--- config.mk ---
export PLATFORM = sky130hd
export DESIGN_NAME = fetch_unit
export DESIGN_NICKNAME = d
export VERILOG_FILES = /design/src/rtl/fetch_unit.sv
export SDC_FILE = /design/constraint.sdc
export NUM_CORES = 1
export LEC_CHECK = 0
export CAP_MARGIN = 40
export CORE_MARGIN = 4
export CORE_UTILIZATION = 40
export CTS_CLUSTER_DIAMETER = 80
export CTS_CLUSTER_SIZE = 25
export DETAILED_ROUTE_END_ITERATION = 16
export PLACE_DENSITY = 0.79
export SKIP_LAST_GASP = 1
export SYNTH_ARGS = -nofsm -noshare
export SYNTH_HDL_FRONTEND = slang
export SYNTH_SLANG_ARGS = --single-unit
--- constraint.sdc ---
create_clock -name clk -period 4.78 [get_ports clk]
set_input_delay 0.478 -clock clk [delete_from_list [all_inputs] [get_ports clk]]
set_output_delay 0.478 -clock clk [all_outputs]
set_load 0.02 [all_outputs]
--- src/rtl/fetch_unit.sv ---
`default_nettype none
// ============================================================================
// Module   : fetch_unit
// Purpose  : ARM instruction fetch stage. Owns the PC, runs a req/ack fetch
//            port and holds the fetched word plus decode fields until retired.
// Revision : 1.0 - initial release
// ============================================================================
module fetch_unit #(
  parameter logic [31:0] RESET_PC = 32'h0000_0000,
  parameter int unsigned PC_STEP  = 4
) (
  input  logic        clk,
  input  logic        rst_n,
  output logic        imem_req,
  output logic [31:0] imem_addr,
  input  logic        imem_ack,
  input  logic [31:0] imem_rdata,
  output logic        instr_valid,
  input  logic        instr_ready,
  input  logic        pcsrc,
  input  logic [31:0] pc_target,
  output logic [31:0] instr,
  output logic [3:0]  cond,
  output logic [1:0]  op,
  output logic [5:0]  funct,
  output logic [3:0]  rd,
  output logic [31:0] pc_out,
  output logic [31:0] pc_plus8,
  output logic [31:0] instr_count
);

  localparam logic [31:0] PC_INC = 32'(PC_STEP);

  typedef enum logic [1:0] {
    ST_RST   = 2'd0,
    ST_FETCH = 2'd1,
    ST_HOLD  = 2'd2
  } state_t;

  state_t      state;
  state_t      state_nxt;
  logic [31:0] pc;
  logic [31:0] pc_seq;
  logic [31:0] pc_branch;
  logic        capture;
  logic        retire;
  logic        unused_target_lsbs;

  // Branch targets are forced to word alignment; the low bits are dropped.
  assign pc_branch          = {pc_target[31:2], 2'b00};
  assign pc_seq             = pc_out + PC_INC;
  assign unused_target_lsbs = ^pc_target[1:0];

  always_ff @(posedge clk or negedge rst_n) begin
    if (!rst_n) begin
      state <= ST_RST;
    end else begin
      state <= state_nxt;
    end
  end

  always_comb begin
    state_nxt   = state;
    imem_req    = 1'b0;
    instr_valid = 1'b0;
    capture     = 1'b0;
    retire      = 1'b0;
    case (state)
      ST_RST: begin
        state_nxt = ST_FETCH;
      end
      ST_FETCH: begin
        imem_req = 1'b1;
        if (imem_ack) begin
          capture   = 1'b1;
          state_nxt = ST_HOLD;
        end
      end
      ST_HOLD: begin
        instr_valid = 1'b1;
        if (instr_ready) begin
          retire    = 1'b1;
          state_nxt = ST_FETCH;
        end
      end
      default: begin
        state_nxt = ST_RST;
      end
    endcase
  end

  always_ff @(posedge clk or negedge rst_n) begin
    if (!rst_n) begin
      pc          <= RESET_PC;
      instr       <= 32'h0000_0000;
      pc_out      <= RESET_PC;
      instr_count <= 32'h0000_0000;
    end else begin
      if (capture) begin
        instr  <= imem_rdata;
        pc_out <= pc;
      end
      if (retire) begin
        instr_count <= instr_count + 32'd1;
        pc          <= pcsrc ? pc_branch : pc_seq;
      end
    end
  end

  assign imem_addr = pc;
  assign cond      = instr[31:28];
  assign op        = instr[27:26];
  assign funct     = instr[25:20];
  assign rd        = instr[15:12];
  assign pc_plus8  = pc_out + 32'd8;

endmodule
`default_nettype wire

-- Word level (Yosys, flattened, before mapping)
Index checks and enable logic that the tools add are counted.
- bits in registers: 130
- output and inout port bits: 178
- $add $sub $neg: 3
- equality and inequality tests: 4
- muxes and demuxes: 10
- reduce and logical (&&, ||, !) cells: 2
- operators by type and width (operator ; count):
    adder 32 x 1 -> 32 bit, second input constant ; 1
    adder 32 x 3 -> 32 bit, second input constant ; 1
    adder 32 x 4 -> 32 bit, second input constant ; 1
    two-way mux 32 bit ; 1
    two-way mux 1 bit ; 6
    one-hot mux 2 bit (3 select lines) ; 1
    two-way mux 2 bit ; 2
    != test 2 bit, second input constant ; 2
    == test 2 x 1 -> 1 bit, second input constant ; 1
    == test 2 bit, second input constant ; 1
    zero test 2 bit ; 1
    AND reduction 2 bit ; 1

-- Logic depth before layout (Yosys ltp)
Gate-level depths: netlist (run 1).
- word-level depth: 3
- depth in mapped cells: 7

-- Worst setup path before layout (run 1)
No wires, ideal clock.
- kind: flip-flop to output port
- start: reg pc_out[4]
- end: out pc_plus8[31]
- data arrival time: 2.370 ns
- required time: 4.302 ns
- slack: 1.932 ns
- cell stages (with the launch flop): 8
- buffers on the path: 1
- cells stage by stage: dfrtp_1 > ha_1 > inv_1 > or4_4 > buf_6 > or3_4 > nor2_2 > xor2_1
- cells in the longest elaborated chain, start to end: 1
- ends and longest elaborated chain (item ; line ; RTL):
    start, declared ; 27 ; output logic [31:0] pc_out,
    start signal, assigned ; 101 ; pc_out <= pc;
    adder 32 x 4 -> 32 bit ; 115 ; assign pc_plus8 = pc_out + 32'd8;
    end, declared ; 28 ; output logic [31:0] pc_plus8,
Every way passes these cells.

-- Worst setup path in the final report (run 1)
- start: reg pc_out[3]
- end: out pc_plus8[31]
The elaborated chain is that of the path after synthesis.

==> impl_results.md, run 1 <==
* Status: complete, no violations
* Crit Path Max Fanout at 7
* Row cnt at 46
* Fill cell count at 1350
* CTS tree: built
* Post-synthesis sequential area ratio at 50.7%
* Antenna Nets Post-Route at 0
* Commonest non-fill, non-tap cell in the layout: clkdlybuf4s50_1
* Worst Path Required at 4.30 ns
* Worst reg-to-reg setup slack at 2.63 ns
* Largest net degree at the start of global routing at 63
* Tmin final at 3.70 ns
* Tot GR Track Use at 21.4%
* Actual slew at the worst max-slew pin at 0.856 ns
* Antenna violations before repair at 0
* Pwr/cell area at 674 mW/mm^2
* Syn Inst Count at 592
* Critical path class: flop to output pin
* First-pass GRT wire length at 30400 um
* Slew Limit Fails at 0
* Worst skew pair latency at 0.42 ns
* Layout cell share with drive strength beyond 1 at 14.1%
* # H-tree levels at 4
* Clk sinks at 130
* I/O pin cnt at 247
* Diodes inserted at 0
* Routed len/inst at 18.4 um
* Yosys warnings at 0
* Chip width at 135 um
* Longest Clk Path Bufs at 2
* P&R area growth vs syn at 48.5%
* Buffers on Ports at 244
* Area of the multi-input gates at 0.00284 mm^2
* Max-cap violations at 0
* Iter 0 DRT Violations at 202
* Routed wire length at 19100 um
* Max frequency at 0.270 GHz
* Leakage power at 3.86 nW
* Ys flop type: dfrtp_1
* Root buffer cell: clkbuf_16
* Syn_nets at 664
* Maximum vdd ir drop at 0.000471 V
* Fin nets at 882
* Critical path launch point: pc_out[3]
* CP arrival at 3.22 ns
* Yosys cell types at 39
* Final clock skew at 0.0104 ns
* Die Y-Extent at 135 um
* Die area at 0.0181 mm^2
* DP HPWL at 13700 um
* Commonest cells after routing, fill and taps aside: clkdlybuf4s50_1 (242), dfrtp_1 (130), mux2_2 (65), nand2_1 (50), xnor2_1 (49)
* Hold Path Origin: instr_count[31]
* Yosys reg bits at 130
* Non-Filler Instances at 1038
* Number of global-route vias before repair at 5587
* Worst r2r src: pc_out[2]
* Synthesized cell area at 0.00642 mm^2
* # DRC at 0
* Slew Limit Headroom at 42.9%
* Vias at 5303
* RD Place Congestion at 0.812
* Placeable Area at 0.0158 mm^2
* Final Hold Fails at 0
* RSZ-0062 raised after global routing: no
* Reg area at 0.00325 mm^2
* Mapped Avg Cell Area at 10.8 um^2
* Clock transition at path regs at 0.06 ns
* DP Cell Count at 1006
* Total power at 0.00642 W
* Min-delay worst type: flop to flop
* Critical path launch point type: flop
* EDFF count, synth at 0
* Setup crit end kind: output pin
* Starting Density at 40.6%
* Setup violation total in the final timing report at 0
* Setup TNS at 0 ns
* Vias per cell at 5.11
* GR Overflow Total at 0
* Synth async-reset ratio at 100%
* Final Cycle Share at 77.4%
* Pre-Repair DR Iteration Count at 4
* TritonCTS Buffers at 17
==> per-stage QoR <==
step           cell area (um^2)  hold slack, ns  setup WS [ns]  util, %
2_1_floorplan              6420           0.182           1.93        -
3_3_place_gp               8870           0.460           1.52     56.0
3_5_place_dp               8910           0.380           1.51     56.3
4_1_cts                    9530           0.489           1.04     60.2
5_1_grt                    9530           0.500          0.919     60.2
6_report                   9530           0.483           1.08     60.2
==> layout make-up <==
class,count,area share (%)
inverters,5,0.197
clock inverters,12,1.65
multi-input cells,402,29.8
clock buffers,19,4.75
repair buffers,254,26.6
flip-flops and latches,130,34.1
well taps,216,2.84
==> synthesized netlist by cell type, types with 9 or more instances <==
library cell  instances  share of area, %
nand4_1              26               2.5
dfrtp_1             130                51
nor3_1               11              0.86
xnor2_1              49               6.7
a21oi_1              21               1.6
o21ai_0              19               1.5
nand3_1              30               2.3
nor2_1               34               2.0
clkbuf_1             26               1.5
buf_4                24               2.8
xor2_1               34               4.6
o22ai_1              11               1.1
mux2_2               65                11
and4_1                9               1.2
nand2_1              50               2.9
==> critical path, stage by stage, from the launching register on <==
cell             delay [ns]
dfrtp_1                0.45
ha_1                   0.31
inv_1                  0.07
or4_4                  0.60
or3_4                  0.39
nor2_2                 0.20
xor2_1                 0.16
clkdlybuf4s50_1        0.62
==> cells by family (layout without fill, tap and decap cells) <==
logic type	after synthesis	after routing	share of synthesized area, %
xor gates and xnor gates	83	83	11.3
adders and majority gates	3	3	0.585
AOI/OAI and AO/OA	60	60	5.24
muxes	67	67	11.7
buffers and inverters	60	290	5.05
and+or+nand+nor	189	189	15.4
DFF	130	130	50.7
==> registers in the layout, indices dropped and copies added (netlist names) <==
register     flops
instr_count     32
imem_addr       32
pc_out          32
state            2
instr           32
==> power by group <==
part	internal (W)	switching [W]	total, W
clock	0.000846	0.000493	0.00134
combinational	0.00156	0.00150	0.00306
sequential	0.00151	0.000516	0.00202
total	0.00392	0.00250	0.00642
==> final timing paths <==
| check | endpoint | cells past startpoint |
|---|---|---|
| min in group asynchronous | imem_addr[2] | 2 |
| max in group asynchronous | instr_count[9] | 4 |
| max reg2reg | imem_addr[26] | 7 |
| min | instr_count[31] | 1 |
| max | pc_plus8[31] | 7 |
| min reg2reg | instr_count[31] | 1 |
==> layer usage <==
metal | part of all wire, % | vias to the layer above | global-route usage [%]
met5 | 0 | - | 0
met4 | 1.7 | 0 | 7.41
met3 | 9.1 | 26 | 7.30
met2 | 49 | 215 | 36.6
met1 | 40 | 2584 | 25.1
li1 | - | 2478 | -
==> timing repair <==
action	CTS	global route
buffers inserted	0	0
endpoints found under the setup margin	0	0
hold buffers	1	0
resized for setup	0	0
endpoints found under the hold margin	30	0
Note: power is estimated with default switching activity, not from simulation.
==> run 2: changes to the inputs <==
--- a/config.mk
+++ b/config.mk
@@ -11,7 +11,7 @@
 export CTS_CLUSTER_DIAMETER = 80
 export CTS_CLUSTER_SIZE = 25
 export DETAILED_ROUTE_END_ITERATION = 16
-export PLACE_DENSITY = 0.79
+export PLACE_DENSITY = 0.82
 export SKIP_LAST_GASP = 1
 export SYNTH_ARGS = -nofsm -noshare
 export SYNTH_HDL_FRONTEND = slang
==> constraint.sdc (replaced) <==
create_clock -name clk -period 3.05 [get_ports clk]
set_input_delay 0.305 -clock clk [delete_from_list [all_inputs] [get_ports clk]]
set_output_delay 0.305 -clock clk [all_outputs]
set_load 0.02 [all_outputs]
==> run 2 against run 1 <==
Net effect:
- core utilization is 1.0 points higher
- clock power is 51% higher
- design area is 1.7% higher
- sequential share of layout area is 0.57 points lower
- clock-buffer cell count is 2 higher
- register-to-register slack worse by 1.7 ns
- flip-flop and latch count stayed put
- die area stayed put
- worst setup slack worse by 0.95 ns
- global-route usage is 0.33 points higher
- first-iteration DRC count is 7.4% higher
- largest power group unchanged
==> impl_results.md, run 2 (synthesis gave the netlist of run 1 again) <==
* Row cnt at 46 (unchanged)
* Worst r2r src: pc_out[3]
* Critical path launch point type: flop
* Antenna violations before repair at 0 (unchanged)
* Routed wire length at 19500 um (+2.2%)
* TritonCTS Buffers at 17 (unchanged)
* Setup crit end kind: output pin
* Tmin final at 2.92 ns
* Actual slew at the worst max-slew pin at 0.751 ns (-0.105 ns)
* Die area at 0.0181 mm^2 (unchanged)
* Clock transition at path regs at 0.06 ns (about the same)
* Pwr/cell area at 1050 mW/mm^2 (+56%)
* RSZ-0062 raised after global routing: yes
* Fin nets at 902 (+2.3%)
* GR Overflow Total at 0 (unchanged)
* Commonest non-fill, non-tap cell in the layout: clkdlybuf4s50_1
* # DRC at 0 (unchanged)
* DP Cell Count at 1026 (+2.0%)
* Vias at 5439 (+2.6%)
* Clk sinks at 130 (unchanged)
* Worst reg-to-reg setup slack at 0.96 ns (-1.67 ns)
* Worst hold endpoint: instr_count[31]
* Vias per cell at 5.14 (+0.63%)
* CP bufs+invs at 2 (unchanged)
* Final clock skew at 0.00932 ns (-0.00110 ns)
* Max-cap violations at 0 (unchanged)
* Fill cell count at 1256 (-7.0%)
* Chip width at 135 um (unchanged)
* Status: complete, no violations
* Final Cycle Share at 95.9%
* Worst Path Required at 2.74 ns (-1.56 ns)
* Die Y-Extent at 135 um (unchanged)
* Layout cell share with drive strength beyond 1 at 16.2% (+2.0 points)
* Leakage power at 4.03 nW (+4.4%)
* Min-delay worst type: flop to flop
* RD Place Congestion at 0.877 (+8.0%)
* Family with the most delay on the worst path: simple AND/OR/NAND/NOR gates
* Number of global-route vias before repair at 5643 (+1.0%)
* CP arrival at 2.62 ns (-0.60 ns)
* Final Hold Fails at 0 (unchanged)
* Setup violation total in the final timing report at 0 (unchanged)
* Buffers on Ports at 244 (unchanged)
* Longest Clk Path Bufs at 2 (unchanged)
* I/O pin cnt at 247 (unchanged)
* Slowest cell on crit path: or4_4
* PnR worst setup slack at 0.126 ns (-0.953 ns)
* Worst Hold Depth at 1 (unchanged)
* Root buffer cell: clkbuf_16
* CTS tree: built
* Iter 0 DRT Violations at 217 (+7.4%)
* Commonest cells after routing, fill and taps aside: clkdlybuf4s50_1 (231), dfrtp_1 (130), mux2_2 (65), nand2_1 (50), xnor2_1 (49)
* Final core utilization at 61.2% (+1.0 points)
* P&R area growth vs syn at 51.0%
* Pre-Repair DR Iteration Count at 5 (+1)
* First-pass GRT wire length at 30800 um (+1.5%)
* # H-tree levels at 4 (unchanged)
* Critical path launch point: pc_out[4]
* Pre-CTS setup slack at 0.221 ns (-1.29 ns)
* Critical path class: flop to output pin
* Antenna Nets Post-Route at 0 (unchanged)
* Critical-path cell list: ha_1 -> inv_1 -> or4_4 -> or3_4 -> nor2_2 -> xor2_1 -> dlygate4sd2_1
* RR Endpoint: imem_addr[30]
* Crit Path Max Fanout at 5 (-2)
* Hold Path Origin: instr_count[31]
* Starting Density at 40.6% (unchanged)
* Max frequency at 0.342 GHz
* Critical path's largest stage delay at 0.60 ns (-0.02 ns)
* Slew Limit Fails at 0 (unchanged)
* Post CTS Setup Buffer Count at 0 (unchanged)
* Diodes inserted at 0 (unchanged)
* Worst skew pair latency at 0.42 ns (about the same)
* Largest net degree at the start of global routing at 75 (+19%)
* Maximum vdd ir drop at 0.000616 V (+31%)
* Tot GR Track Use at 21.7% (+0.33 points)
* Routed len/inst at 18.5 um (+0.26%)
* DP HPWL at 14000 um (+2.9%)
* Slew Limit Headroom at 49.8% (+6.9 points)
* Reg2reg path depth at 7 (unchanged)
* Non-Filler Instances at 1058 (+1.9%)
* Placeable Area at 0.0158 mm^2 (unchanged)
==> run 2: cell types whose count changed in the layout (fill, tap and decap cells not counted), moves of 2 or more <==
cell / change
clkinvlp_4: -2
buf_12: +2
clkinv_2: +2
buf_4: +19
dlymetal6s2s_1: +8
nor2_1: -2
clkdlybuf4s50_1: -11
dlygate4sd2_1: +3
clkbuf_1: +3
==> run 2: final cells by class <==
type	count	area [um^2]	share of cell area [%]
flip-flops and latches	130	3250	33.6
multi-input cells	402	2860	29.5
repair buffers	274	2710	27.9
clock buffers	21	450	4.65
well taps	216	270	2.79
clock inverters	10	135	1.39
inverters	5	18.8	0.194
==> run 2: how the worst max path moves through the flow <==
stage / cells past startpoint / to / slack, ns
after floorplan: 7 / pc_plus8[31] / 0.38
after global placement: 7 / pc_plus8[31] / 0.25
after detailed placement: 7 / pc_plus8[31] / 0.22
after CTS: 8 / pc_plus8[26] / 0.008
after global routing: 6 / pc_plus8[25] / -0.08
final: 7 / pc_plus8[27] / 0.13
==> run 2: per-stage QoR <==
| step | instance area [um^2] | TNS [ns] | hold WS, ns | power, W |
|---|---|---|---|---|
| floorplan | 6420 | 0 | 0.00941 | 0.00573 |
| global placement | 9070 | 0 | 0.375 | 0.00816 |
| detailed placement | 9070 | 0 | 0.384 | 0.00825 |
| CTS | 9660 | 0 | 0.470 | 0.0103 |
| global route | 9690 | -0.100 | 0.489 | 0.0107 |
| finish | 9690 | 0 | 0.484 | 0.0102 |
==> run 2: routing by layer <==
| layer | part of all wire (%) | up-vias | GRT usage, % |
|---|---|---|---|
| li1 | - | 2521 | - |
| met3 | 8.5 | 34 | 6.78 |
| met1 | 40 | 2655 | 26.8 |
| met5 | 0 | - | 0 |
| met4 | 2.5 | 0 | 8.20 |
| met2 | 49 | 229 | 35.9 |
==> run 2: report_power, final <==
part / switching [W] / internal [W] / total (W)
logic: 0.00261 / 0.00257 / 0.00518
clock network: 0.000734 / 0.00130 / 0.00203
registers: 0.000633 / 0.00237 / 0.00300
total: 0.00397 / 0.00624 / 0.0102
==> run 2: repair_timing <==
| action | 4_1_cts | 5_1_grt |
|---|---|---|
| hold buffers | 1 | 0 |
| gates resized for setup | 4 | 14 |
| setup endpoints to repair | 4 | 10 |
| hold endpoints to repair | 73 | 0 |
==> run 3: changes to the inputs <==
--- a/config.mk
+++ b/config.mk
@@ -9,10 +9,9 @@
 export CORE_MARGIN = 4
 export CORE_UTILIZATION = 40
 export CTS_CLUSTER_DIAMETER = 80
-export CTS_CLUSTER_SIZE = 25
+export CTS_CLUSTER_SIZE = 28
 export DETAILED_ROUTE_END_ITERATION = 16
 export PLACE_DENSITY = 0.82
-export SKIP_LAST_GASP = 1
 export SYNTH_ARGS = -nofsm -noshare
 export SYNTH_HDL_FRONTEND = slang
 export SYNTH_SLANG_ARGS = --single-unit
==> run 3 against run 2 <==
Net effect:
- sequential share of layout area did not move
- clock-buffer cell count did not move
- sequential power barely moved
- clock power barely moved
==> impl_results.md, run 3 (synthesis gave the netlist of run 1 again) <==
* Die Y-Extent at 135 um (unchanged)
* Setup crit end kind: output pin
* Crit Path Max Fanout at 5 (unchanged)
* Starting Density at 40.6% (unchanged)
* Antenna violations before repair at 0 (unchanged)
* Final Hold Fails at 0 (unchanged)
* Largest net degree at the start of global routing at 75 (unchanged)
* Tot GR Track Use at 21.7% (unchanged)
* Slew Limit Fails at 0 (unchanged)
* Critical path class: flop to output pin
* Routed wire length at 19600 um (+0.38%)
* Actual slew at the worst max-slew pin at 0.760 ns (+0.00929 ns)
* Chip width at 135 um (unchanged)
* Buffers on Ports at 244 (unchanged)
* DP Cell Count at 1026 (unchanged)
* Clock transition at path regs at 0.06 ns (about the same)
* Critical path launch point type: flop
* Tmin final at 2.92 ns (-0.00150 ns)
* Final instance area at 0.00969 mm^2 (unchanged)
* Pre-CTS setup slack at 0.221 ns (unchanged)
* Worst reg-to-reg setup slack at 0.99 ns (+0.03 ns)
* Commonest non-fill, non-tap cell in the layout: clkdlybuf4s50_1
* RD Place Congestion at 0.877 (unchanged)
* Commonest cells after routing, fill and taps aside: clkdlybuf4s50_1 (231), dfrtp_1 (130), mux2_2 (65), nand2_1 (50), xnor2_1 (49)
* Number of global-route vias before repair at 5643 (unchanged)
* Reg2reg path depth at 7 (unchanged)
* Layout cell share with drive strength beyond 1 at 16.2% (unchanged)
* Post CTS Setup Buffer Count at 0 (unchanged)
* Total power at 0.0102 W (about the same)
* Non-Filler Instances at 1058 (unchanged)
* CTS tree: built
* Fin nets at 902 (unchanged)
* Clk sinks at 130 (unchanged)
* Slew Limit Headroom at 49.2% (-0.62 points)
* Vias per cell at 5.14 (about the same)
* Iter 0 DRT Violations at 224 (+3.2%)
* CP arrival at 2.62 ns (about the same)
* TritonCTS Buffers at 17 (unchanged)
* Final Cycle Share at 95.8% (about the same)
* Fill cell count at 1256 (unchanged)
* # H-tree levels at 4 (unchanged)
* Row cnt at 46 (unchanged)
* Final clock skew at 0.00920 ns (-0.000128 ns)
* RSZ-0062 raised after global routing: yes
* # DRC at 0 (unchanged)
* I/O pin cnt at 247 (unchanged)
* Worst skew pair latency at 0.42 ns (about the same)
* Worst r2r src: pc_out[3]
* Hold WS at 0.480 ns (-0.00442 ns)
* PnR worst setup slack at 0.128 ns (+0.00150 ns)
* Placeable Area at 0.0158 mm^2 (unchanged)
* RR Endpoint: imem_addr[30]
* Post-Place Cell Area at 0.00907 mm^2 (unchanged)
* Pre-Repair DR Iteration Count at 4 (-1)
* GR Overflow Total at 0 (unchanged)
* Longest Clk Path Bufs at 2 (unchanged)
* Status: complete, no violations
* DP HPWL at 14000 um (unchanged)
* Max frequency at 0.342 GHz (about the same)
* Pwr/cell area at 1050 mW/mm^2 (about the same)
* Die area at 0.0181 mm^2 (unchanged)
* Leakage power at 4.03 nW (unchanged)
* Root buffer cell: clkbuf_16
* Setup violation total in the final timing report at 0 (unchanged)
* Diodes inserted at 0 (unchanged)
* Maximum vdd ir drop at 0.000620 V (+0.75%)
* Worst Path Required at 2.74 ns (about the same)
* Routed len/inst at 18.5 um (+0.38%)
* Min-delay worst type: input pin to asynchronous set/reset pin
* Vias at 5437 (-0.037%)
* Max-cap violations at 0 (unchanged)
* First-pass GRT wire length at 30800 um (unchanged)
* Antenna Nets Post-Route at 0 (unchanged)
* P&R area growth vs syn at 51.0% (unchanged)
[run 3: cell counts in the layout (fill, tap and decap cells not counted)]
No cell type changed its count.
[run 3: final cells by class]
class,instances,area [um^2],area share [%]
sequential,130,3250,33.6
multi-input combinational,402,2860,29.5
timing repair buffer,274,2710,27.9
clock buffer,21,450,4.65
tap,216,270,2.79
clock inverter,10,135,1.39
inverter,5,18.8,0.194
[run 3: stage by stage]
step	setup TNS [ns]	utilization (%)
final	0	61.2
after global routing	-0.100	61.2
after CTS	0	61.0
after detailed placement	0	57.3
after global placement	0	57.3
after floorplan	0	-
[run 3: timing repair]
action,in CTS,in global routing
hold buffers,1,0
resized for setup,4,14
pin swaps,0,0
endpoints found under the hold margin,73,0
endpoints found under the setup margin,4,10
[run 3: layer usage]
layer	share of wire, %	GRT usage [%]	routed length (um)
met4	2.7	8.20	537
met2	49	35.9	9540
met5	0	0	0
met1	41	26.8	7980
met3	7.9	6.78	1560
[run 3: how the worst max path moves through the flow]
stage	startpoint	end	slack, ns	depth (start not counted)
after floorplan	pc_out[4]	pc_plus8[31]	0.38	7
after global placement	pc_out[3]	pc_plus8[31]	0.25	7
after detailed placement	pc_out[3]	pc_plus8[31]	0.22	7
after CTS	pc_out[5]	pc_plus8[26]	0.008	8
after global routing	pc_out[18]	pc_plus8[25]	-0.08	6
final	pc_out[4]	pc_plus8[27]	0.13	7
[run 3: critical path, cell delays in order (launching register included)]
cell and delay, ns:
dfrtp_1 0.35, ha_1 0.19, inv_1 0.06, or4_4 0.59
or3_4 0.38, nor2_2 0.11, xor2_1 0.15, dlygate4sd2_1 0.35
[run 3: report_power, final]
group	internal [W]	leakage [nW]	total (W)	switching, W
clock network	0.00130	0.287	0.00203	0.000735
logic	0.00257	2.12	0.00519	0.00261
registers	0.00237	1.62	0.00300	0.000632
total	0.00624	4.03	0.0102	0.00398
